<file path="src/rtl/motor_seq_pkg.sv">
// motor_seq_pkg: shared definitions for the paint-dispense motor sequencer.
//   - seq_state_e : sequencer state encoding
//   - CH_*        : active channel codes (0=none, 1=R, 2=Y, 3=B)
//   - MOT_*       : one-hot motor enables ([2]=R, [1]=Y, [0]=B)
//   - helpers decoding a state into its motor / channel / class
package motor_seq_pkg;

    typedef enum logic [2:0] {
        S_IDLE   = 3'd0,
        S_RUN_R  = 3'd1,
        S_GAP_RY = 3'd2,
        S_RUN_Y  = 3'd3,
        S_GAP_YB = 3'd4,
        S_RUN_B  = 3'd5,
        S_DONE   = 3'd6
    } seq_state_e;

    localparam logic [1:0] CH_NONE = 2'd0;
    localparam logic [1:0] CH_R    = 2'd1;
    localparam logic [1:0] CH_Y    = 2'd2;
    localparam logic [1:0] CH_B    = 2'd3;

    localparam logic [2:0] MOT_OFF = 3'b000;
    localparam logic [2:0] MOT_R   = 3'b100;
    localparam logic [2:0] MOT_Y   = 3'b010;
    localparam logic [2:0] MOT_B   = 3'b001;

    function automatic logic [2:0] state_motor(input seq_state_e s);
        logic [2:0] m;
        case (s)
            S_RUN_R: m = MOT_R;
            S_RUN_Y: m = MOT_Y;
            S_RUN_B: m = MOT_B;
            default: m = MOT_OFF;
        endcase
        return m;
    endfunction

    function automatic logic [1:0] state_channel(input seq_state_e s);
        logic [1:0] c;
        case (s)
            S_RUN_R: c = CH_R;
            S_RUN_Y: c = CH_Y;
            S_RUN_B: c = CH_B;
            default: c = CH_NONE;
        endcase
        return c;
    endfunction

    function automatic logic is_run(input seq_state_e s);
        return (s == S_RUN_R) || (s == S_RUN_Y) || (s == S_RUN_B);
    endfunction

    function automatic logic is_gap(input seq_state_e s);
        return (s == S_GAP_RY) || (s == S_GAP_YB);
    endfunction

endpackage

</file>
<file path="src/rtl/tick_prescaler.sv">
// tick_prescaler: divides clk into a one-cycle time-unit pulse.
//   clk, reset : clock, asynchronous active-high reset
//   clr        : restart the count from zero (wins over en)
//   en         : count enable; the count freezes while low
//   tick       : high for one cycle every TICK_DIV enabled cycles
// The count wraps at TICK_DIV-1. tick does not depend on clr, so the
// owner may derive clr from logic that consumes tick.
module tick_prescaler #(
    parameter int unsigned TICK_DIV = 50000000
) (
    input  logic clk,
    input  logic reset,
    input  logic clr,
    input  logic en,
    output logic tick
);

    localparam int unsigned CW = (TICK_DIV > 1) ? $clog2(TICK_DIV) : 1;
    localparam logic [CW-1:0] LAST = CW'(TICK_DIV - 1);

    logic [CW-1:0] cnt_q;
    logic [CW-1:0] cnt_d;

    assign tick = en && (cnt_q == LAST);

    always_comb begin
        cnt_d = cnt_q;
        if (clr) begin
            cnt_d = '0;
        end else if (en) begin
            cnt_d = tick ? '0 : cnt_q + 1'b1;
        end
    end

    always_ff @(posedge clk or posedge reset) begin
        if (reset) begin
            cnt_q <= '0;
        end else begin
            cnt_q <= cnt_d;
        end
    end

endmodule

</file>
<file path="src/rtl/motor_dispense_sequencer.sv">
// motor_dispense_sequencer: runs the R, Y, B dispense motors one after
// another for latched durations, with an all-off gap between executed
// channels. Zero-duration channels are skipped without a gap.
//   clk, reset      : clock, asynchronous active-high reset
//   start           : strobe, latches t_r/t_y/t_b and starts a sequence
//   abort           : level, returns to idle at the next edge (no done)
//   pause           : only with MOTOR_SEQ_PAUSE_EN; freezes run/gap timing
//                     and switches the motor off while high
//   t_r, t_y, t_b   : channel durations in time units
//   motores         : one-hot motor enables [2]=R [1]=Y [0]=B
//   busy            : high in every state except idle
//   done            : one-cycle pulse on normal completion
//   active_ch       : 0=none, 1=R, 2=Y, 3=B
// Optional feature macro: MOTOR_SEQ_PAUSE_EN.
module motor_dispense_sequencer
    import motor_seq_pkg::*;
#(
    parameter int unsigned TIME_W     = 8,
    parameter int unsigned TICK_DIV   = 50000000,
    parameter int unsigned GAP_CYCLES = 1000
) (
    input  logic              clk,
    input  logic              reset,
    input  logic              start,
    input  logic              abort,
`ifdef MOTOR_SEQ_PAUSE_EN
    input  logic              pause,
`endif
    input  logic [TIME_W-1:0] t_r,
    input  logic [TIME_W-1:0] t_y,
    input  logic [TIME_W-1:0] t_b,
    output logic [2:0]        motores,
    output logic              busy,
    output logic              done,
    output logic [1:0]        active_ch
);

    localparam int unsigned GW = (GAP_CYCLES > 1) ? $clog2(GAP_CYCLES) : 1;
    localparam logic [GW-1:0] GAP_LAST = GW'((GAP_CYCLES > 0) ? GAP_CYCLES - 1 : 0);
    localparam bit HAS_GAP = (GAP_CYCLES != 0);

    seq_state_e        state_q, state_d;
    logic [TIME_W-1:0] tr_q, tr_d, ty_q, ty_d, tb_q, tb_d;
    logic [TIME_W-1:0] unit_q, unit_d;
    logic [GW-1:0]     gap_q, gap_d;
    logic [2:0]        motores_q, motores_d;
    logic [1:0]        ch_q, ch_d;
    logic              busy_q, busy_d;
    logic              done_q, done_d;

    logic              in_run, in_gap, hold;
    logic              tick, state_chg;
    logic              run_end, gap_end;
    logic [TIME_W-1:0] cur_t;

    assign in_run = is_run(state_q);
    assign in_gap = is_gap(state_q);

`ifdef MOTOR_SEQ_PAUSE_EN
    assign hold = pause && (in_run || in_gap);
`else
    assign hold = 1'b0;
`endif

    // Every state entry restarts the prescaler and counters.
    assign state_chg = (state_d != state_q);

    tick_prescaler #(
        .TICK_DIV (TICK_DIV)
    ) u_prescaler (
        .clk   (clk),
        .reset (reset),
        .clr   (state_chg),
        .en    (in_run && !hold),
        .tick  (tick)
    );

    always_comb begin
        case (state_q)
            S_RUN_R: cur_t = tr_q;
            S_RUN_Y: cur_t = ty_q;
            S_RUN_B: cur_t = tb_q;
            default: cur_t = '0;
        endcase
    end

    assign run_end = tick && (unit_q == cur_t - TIME_W'(1));
    assign gap_end = in_gap && !hold && (gap_q == GAP_LAST);

    // Next state and time latches
    always_comb begin
        state_d = state_q;
        tr_d    = tr_q;
        ty_d    = ty_q;
        tb_d    = tb_q;

        case (state_q)
            S_IDLE: begin
                if (start && !abort) begin
                    tr_d = t_r;
                    ty_d = t_y;
                    tb_d = t_b;
                    if (t_r != '0)      state_d = S_RUN_R;
                    else if (t_y != '0) state_d = S_RUN_Y;
                    else if (t_b != '0) state_d = S_RUN_B;
                    else                state_d = S_DONE;
                end
            end
            S_RUN_R: begin
                if (run_end) begin
                    if (ty_q != '0)      state_d = HAS_GAP ? S_GAP_RY : S_RUN_Y;
                    else if (tb_q != '0) state_d = HAS_GAP ? S_GAP_YB : S_RUN_B;
                    else                 state_d = S_DONE;
                end
            end
            S_GAP_RY: begin
                if (gap_end) state_d = S_RUN_Y;
            end
            S_RUN_Y: begin
                if (run_end) begin
                    if (tb_q != '0) state_d = HAS_GAP ? S_GAP_YB : S_RUN_B;
                    else            state_d = S_DONE;
                end
            end
            S_GAP_YB: begin
                if (gap_end) state_d = S_RUN_B;
            end
            S_RUN_B: begin
                if (run_end) state_d = S_DONE;
            end
            S_DONE: begin
                state_d = S_IDLE;
            end
            default: begin
                state_d = S_IDLE;
            end
        endcase

        if (abort && (state_q != S_IDLE)) begin
            state_d = S_IDLE;
        end
    end

    // Unit and gap counters
    always_comb begin
        unit_d = unit_q;
        gap_d  = gap_q;
        if (state_chg) begin
            unit_d = '0;
            gap_d  = '0;
        end else begin
            if (tick)             unit_d = unit_q + TIME_W'(1);
            if (in_gap && !hold)  gap_d  = gap_q + 1'b1;
        end
    end

    // Registered outputs decoded from the upcoming state. A held state
    // switches its motor off one cycle after pause is sampled; as counting
    // also stops on that sampled cycle, total motor-on time is preserved.
    always_comb begin
        motores_d = state_motor(state_d);
        if (hold && !state_chg) begin
            motores_d = MOT_OFF;
        end
        ch_d   = state_channel(state_d);
        busy_d = (state_d != S_IDLE);
        done_d = (state_d == S_DONE);
    end

    always_ff @(posedge clk or posedge reset) begin
        if (reset) begin
            state_q   <= S_IDLE;
            tr_q      <= '0;
            ty_q      <= '0;
            tb_q      <= '0;
            unit_q    <= '0;
            gap_q     <= '0;
            motores_q <= MOT_OFF;
            ch_q      <= CH_NONE;
            busy_q    <= 1'b0;
            done_q    <= 1'b0;
        end else begin
            state_q   <= state_d;
            tr_q      <= tr_d;
            ty_q      <= ty_d;
            tb_q      <= tb_d;
            unit_q    <= unit_d;
            gap_q     <= gap_d;
            motores_q <= motores_d;
            ch_q      <= ch_d;
            busy_q    <= busy_d;
            done_q    <= done_d;
        end
    end

    assign motores   = motores_q;
    assign active_ch = ch_q;
    assign busy      = busy_q;
    assign done      = done_q;

endmodule

</file>
<file path="config.mk">
export PLATFORM = sky130hd
export DESIGN_NAME = motor_dispense_sequencer
export DESIGN_NICKNAME = d
export VERILOG_FILES = /design/src/rtl/motor_seq_pkg.sv /design/src/rtl/tick_prescaler.sv /design/src/rtl/motor_dispense_sequencer.sv
export SDC_FILE = /design/constraint.sdc
export NUM_CORES = 1
export LEC_CHECK = 0
export BUFFER_PORTS_ARGS = -buffer_cell sky130_fd_sc_hd__buf_2
export CAP_MARGIN = 20
export CORE_MARGIN = 3
export CORE_UTILIZATION = 45
export CTS_BUF_LIST = sky130_fd_sc_hd__clkbuf_2 sky130_fd_sc_hd__clkbuf_4 sky130_fd_sc_hd__clkbuf_8
export DETAILED_ROUTE_END_ITERATION = 8
export HOLD_SLACK_MARGIN = 0.03
export PLACE_DENSITY = 0.74
export SKIP_LAST_GASP = 1
export SLEW_MARGIN = 20
export SYNTH_ARGS = -nofsm -noshare
export SYNTH_HDL_FRONTEND = slang
export SYNTH_SLANG_ARGS = --single-unit
</file>
<file path="constraint.sdc">
create_clock -name clk -period 4.2 [get_ports clk]
set_input_delay 0.21 -clock clk [delete_from_list [all_inputs] [get_ports clk]]
set_output_delay 0.21 -clock clk [all_outputs]
set_load 0.01 [all_outputs]
</file>
Word level (Yosys, flattened, before mapping)
Cells that the tools add are included.
W data, S select, Z words.

storage, ports and cells
  word-level logic and storage cells = 72
  latch bits = 0
  output and inout port bits = 7
  memory bits (writable) = 0
  bits of input ports = 28
  register bits = 78
  memories kept = 0
  ROM bits = 0

cells by class
  bitwise gates (word level) = 0
  add/subtract/negate cells = 4
  order comparisons = 0
  mux-type cells = 23
  div/mod/pow operators = 0
  shifts and indexed selects = 0
  reductions and logical operators = 21
  $mul = 0
  eq/ne operators = 13

operators with widths
  kind                     number
  $mux W26                 3
  $reduce_bool A8 Y1       5
  $mux W3                  10
  $add A26 B1 Y26 const B  1
  $eq A26 B26 Y1 const B   1
  $pmux W8 S3              1
  $mux W10                 2
  $pmux W3 S6              1
  $mux W8                  2
  $eq A3 B3 Y1 const B     4
  $add A10 B1 Y10 const B  1
  $eq A10 B10 Y1 const B   1
  $eq A3 B2 Y1 const B     3
  $pmux W3 S3              1
  $add A8 B1 Y8 const B    1
  $eq A8 B8 Y1             1
  $sub A8 B1 Y8 const B    1
  $eq A3 B1 Y1 const B     2
  $pmux W2 S3              1
  $reduce_bool A2 Y1       3
  $reduce_bool A3 Y1       2
  $logic_and A1 B1 Y1      5
  $mux W2                  2
  $logic_not A3 Y1         1
  other kinds (4)          6

Logic depth before layout (Yosys ltp)
  depth in word-level cells = 10
  mapped depth = 14
  gate-level depth less buffers = 11

Modules after synthesis
From an unflattened synthesis, not the netlist that was laid out.

second synthesis, totals
  cell total of the unflattened synthesis = 424
  area, all modules = 4,330.4 um^2

modules (own cells, without submodules)
  module                    instances  sequential area each (um^2)  area an instance (um^2)  cells each
  motor_dispense_sequencer  1          1,301.2                      2,817.7                  260
  tick_prescaler            1          650.6                        1,512.7                  164

Worst setup path after synthesis
OpenSTA, ideal clock, no wires.

  kind = register to register
  start = register state_q[1]
  end = register u_prescaler.cnt_q[14]
  slack = 1.335 ns
  arrival time = 2.787 ns
  path buffers = 2
  setup time = 0.078 ns
  period minus slack after synthesis = 2.865 ns
  cell stages (with the launch flop) = 14
  required time = 4.122 ns
  path through = dfrtp_1 > buf_6 > mux2i_1 > o22ai_1 > inv_1 > ha_1 > xnor2_1 > nand3_1 > or3_1 > nand3_1 > a211oi_2 > buf_6 > or4_1 > a21oi_1

on the way
  cells in the longest elaborated chain, start to end = 10
  elaborated cells on any way between the ends = 30
  classes of those cells = 1 x add/sub; 7 x eq/ne; 12 x mux; 10 x reduce/logical

ends and longest elaborated chain
  item                                                        line                                                                                               text
  start, declared                                             motor_dispense_sequencer.sv:42                                                                     seq_state_e state_q, state_d;
  start signal, assigned                                      motor_dispense_sequencer.sv:183                                                                    state_q <= state_d;
  $eq A3 B3 Y1, or another cell as far along                  motor_seq_pkg.sv:51, motor_dispense_sequencer.sv:79, motor_dispense_sequencer.sv:97
  $pmux W8 S3 / $logic_or A1 B1 Y1 (equally long branches)    motor_dispense_sequencer.sv:79, motor_seq_pkg.sv:51
  $sub A8 B1 Y8 / $logic_or A1 B1 Y1 (equally long branches)  motor_dispense_sequencer.sv:87, motor_seq_pkg.sv:51
  $eq A8 B8 Y1 / $logic_and A1 B1 Y1 (equally long branches)  motor_dispense_sequencer.sv:87, tick_prescaler.sv:24
  $logic_and A1 B1 Y1                                         motor_dispense_sequencer.sv:87                                                                     assign run_end = tick && (unit_q == cur_t - TIME_W'(1));
  $mux W3, on equally long branches                           motor_dispense_sequencer.sv:129, motor_dispense_sequencer.sv:110, motor_dispense_sequencer.sv:120
  $pmux W3 S6                                                 motor_dispense_sequencer.sv:97                                                                     case (state_q)
  $mux W3                                                     motor_dispense_sequencer.sv:139                                                                    if (abort && (state_q != S_IDLE)) begin
  $ne A3 B3 Y1                                                motor_dispense_sequencer.sv:66                                                                     assign state_chg = (state_d != state_q);
  $mux W26 / $reduce_bool A2 Y1 (equally long branches)       n/a
  end signal, assigned                                        tick_prescaler.sv:39                                                                               cnt_q <= cnt_d;
  end, declared                                               tick_prescaler.sv:21                                                                               logic [CW-1:0] cnt_q;

Parallel ways exist; a longest one is shown, timed or not. The select of a mux whose other input is x is not followed.
A chain may end at the register's enable or synchronous reset.

Worst setup path in the final report
  start = register state_q[1]
  end = register u_prescaler.cnt_q[20]

The elaborated chain is that of the path after synthesis.

==> impl_metrics.csv <==
group,metric,value,unit
floorplanning,die_w,103,µm
synthesis,synthCells,438,
finish,nets,501,
global_routing,overflow,0,
sta,worstMarginPinSlew,916,ps
global_routing,track_usage,0.177,
placement,place.gp.congestion,0.845,
pwr,power_density,400,mW/mm²
synthesis,synth_edf_count,0,
floorplanning,core_area,0.00898,mm²
cts,clock_path_buffers,2,
synthesis,yosysSeqAreaShare,0.458,
finish,final_cell_mix,"78 x dfrtp_1, 38 x nor2_1, 34 x buf_2",
cts,clock_sinks,78,
setup_path,r2r-start,"state_q[1]$_DFF_PP0_",
detailed_routing,wl,9.05,mm
sta,fmax,269,MHz
cts,cts_hold_buf,0,
synthesis,synth_cell_types,52,
setup_path,rrSetupSlack,480,ps
finish,ff_latch_area,0.00195,mm²
floorplanning,io_pins,35,
detailed_routing,viasPerCell,5.71,
sta,fin_hold_ws,59.8,ps
synthesis,yosys.area_share.simple,0.245,
placement,dpl.cell_count,584,
floorplanning,std_cell_rows,34,
min_path,min_path_type,"in2async",
cts,postCtsResizedCells,0,
synthesis,synth_xor_area_frac,0.0576,
finish,fin_cells,600,
detailed_routing,firstDrtPassIters,5,
floorplanning,start_util,0.475,
cts,cts_tree,"done",
finish,drive_above_1_share,0.184,
synthesis,async_reset_ff_frac,1.00,
placement,dpl.hpwl,6.51,mm
synthesis,yosys-top-cells-area,"dfrtp_1 46%, mux2_2 6.3%, a21oi_1 3.5%, xor2_1 3.5%, nor2_1 3.3%",
pwr,p_leak,2.02,nW
synthesis,synth_area,0.00426,mm²
finish,multi_input_area,0.00218,mm²
finish,final_common_cell,"dfrtp_1",
setup_path,cp_max_fo,40,
synthesis,synth_nets,470,
sta,finalSetupViolations,0,
synthesis,synth_top_cell_by_area,"dfrtp_1",
status,status,"finished clean",
synthesis,synth_top_family_by_area,"simple AND/OR/NAND/NOR gates",
synthesis,syn_area_per_cell,9.73,µm²
setup_path,cp.arrival,3990,ps
sta,finClkSkew,7.47,ps
global_routing,grt_pass1_wl,15.3,mm
detailed_routing,drtIter0Drc,195,
sta,finalHoldViolations,0,
setup_path,start_kind,"flop",
pwr,peakVddDrop,248,µV
floorplanning,dieArea,0.0107,mm²
cts,clk_pin_slew_worst_paths,80,ps
setup_path,reg2reg_to,"u_prescaler.cnt_q[20]$_DFFE_PP0P_",
synthesis,synth_warnings,0,
detailed_routing,drcViolationCount,0,
synthesis,synthDominantCellAreaShare,0.458,
setup_path,cp.required,4470,ps
cts,cts_root_buf,"clkbuf_8",
cts,cts_setup_buffers,0,
sta,setup_tns,0,ps
global_routing,grt_pass1_vias,3215,
cts,cts_max_level,3,
floorplanning,fp.dieH,103,µm
sta,min_period_over_period,0.886,
sta,relSlewSlack,0.389,
synthesis,synthFlopType,"dfrtp_1",
cts,clock_latency,350,ps
detailed_routing,wl_per_cell,15.1,µm
finish,fill_cells,794,
synthesis,synthAdderAreaFrac,0.0117,
global_routing,antenna_found_initial,0,
finish,diodes,0,
detailed_routing,ant_nets,0,
setup_path,worstSetupPathType,"reg2reg",
sta,drv_slew,0,
global_routing,grt_max_degree,47,
cts,cts_buffers,9,
synthesis,muxShareOfSynthArea,0.0869,
synthesis,synth-compound-area-share,0.110,
finish,areaGrowthSynthToFinish,12.2,%
setup_path,end_kind,"flop",
run,cap_violations,0,
detailed_routing,dr_total_vias,3425,
sta,grt_setup_unrepaired,"no",
setup_path,reg2regPathDepth,12,
synthesis,synth-seq-cells,78,
sta,fin_crit,3720,ps
placement,portBuffers,34,
[synthesized netlist by cell type, types with 2 or more instances]
library cell	n
a21oi_1	30
a31oi_1	3
and2_1	6
and3_1	13
and4_1	3
buf_2	5
buf_6	3
clkbuf_1	10
dfrtp_1	78
ha_1	4
inv_1	9
mux2_2	24
mux2i_1	10
nand2_1	31
nand2b_1	5
nand3_1	15
nand3b_1	5
nand4_1	16
nand4b_1	3
nor2_1	38
nor3_1	4
nor3b_1	2
nor4_1	11
nor4b_1	2
o211ai_1	3
o21ai_0	25
o21ai_1	4
o31ai_1	5
or3_1	16
or4_1	5
or4b_1	3
xnor2_1	11
xor2_1	17
[sequential cells by signal (all words and copies together), names as in the netlist]
register and count:
gap_q 10, motores 3, unit_q 8, u_prescaler.cnt_q 26, state_q 3, ty_q 8, tr_q 8, busy 1
done 1, tb_q 8, active_ch 2
[through the flow]
step           instance area, µm²   util  setup slack, ps  total power, mW
6_report                     4780  0.532              478             1.91
5_1_grt                      4780  0.532              254             2.01
4_1_cts                      4780  0.532              579             1.93
3_5_place_dp                 4520  0.504              617             1.22
3_3_place_gp                 4520  0.504              781             1.20
2_1_floorplan                4260      -             1330             1.13
[worst max path at each step]
stage / cells past startpoint / startpoint / end / slack (ps)
5_1_grt: 12 / state_q[1]$_DFF_PP0_ / u_prescaler.cnt_q[20]$_DFFE_PP0P_ / 250
6_report: 12 / state_q[1]$_DFF_PP0_ / u_prescaler.cnt_q[20]$_DFFE_PP0P_ / 480
2_1_floorplan: 13 / state_q[1]$_DFF_PP0_ / u_prescaler.cnt_q[14]$_DFFE_PP0P_ / 1330
4_1_cts: 12 / state_q[1]$_DFF_PP0_ / u_prescaler.cnt_q[20]$_DFFE_PP0P_ / 580
3_3_place_gp: 12 / state_q[1]$_DFF_PP0_ / u_prescaler.cnt_q[20]$_DFFE_PP0P_ / 780
3_5_place_dp: 12 / state_q[1]$_DFF_PP0_ / u_prescaler.cnt_q[20]$_DFFE_PP0P_ / 620
[routing by layer]
metal / global-route usage / share of wire / up-vias
li1: - / - / 1666
met1: 0.245 / 0.46 / 1661
met2: 0.283 / 0.48 / 87
met3: 0.0382 / 0.047 / 11
met4: 0.0468 / 0.0098 / 0
met5: 0 / 0 / -
[where the power goes]
group | total, mW | leakage, nW | switching, mW | internal, mW
clock | 0.711 | 0.131 | 0.270 | 0.441
sequential | 0.888 | 1.03 | 0.0660 | 0.822
combinational | 0.314 | 0.860 | 0.180 | 0.134
[cell families after synthesis]
| group | after synthesis |
|---|---|
| buffers and inverters | 27 |
| AOI/OAI and AO/OA | 81 |
| muxes | 34 |
| adders and majority gates | 4 |
| DFF | 78 |
| and+or+nand+nor | 186 |
| xor gates and xnor gates | 28 |
[worst max-delay path: stages (launching register included)]
cell and delay (ps):
dfrtp_1 860, mux2i_1 160, o22ai_1 320, inv_1 90
ha_1 280, and3_1 200, o21ai_0 200, nand4b_1 190
nor3_4 280, a211oi_2 110, buf_4 240, or4_1 540
a21oi_1 150
[layout make-up]
| class | count | share of cell area |
|---|---|---|
| clock buffer | 13 | 0.0348 |
| clock inverter | 3 | 0.0189 |
| inverter | 9 | 0.00707 |
| multi-input combinational | 333 | 0.456 |
| sequential | 78 | 0.408 |
| tap | 126 | 0.0330 |
| timing repair buffer | 38 | 0.0419 |
No activity file was read; power rests on OpenSTA's default activity.
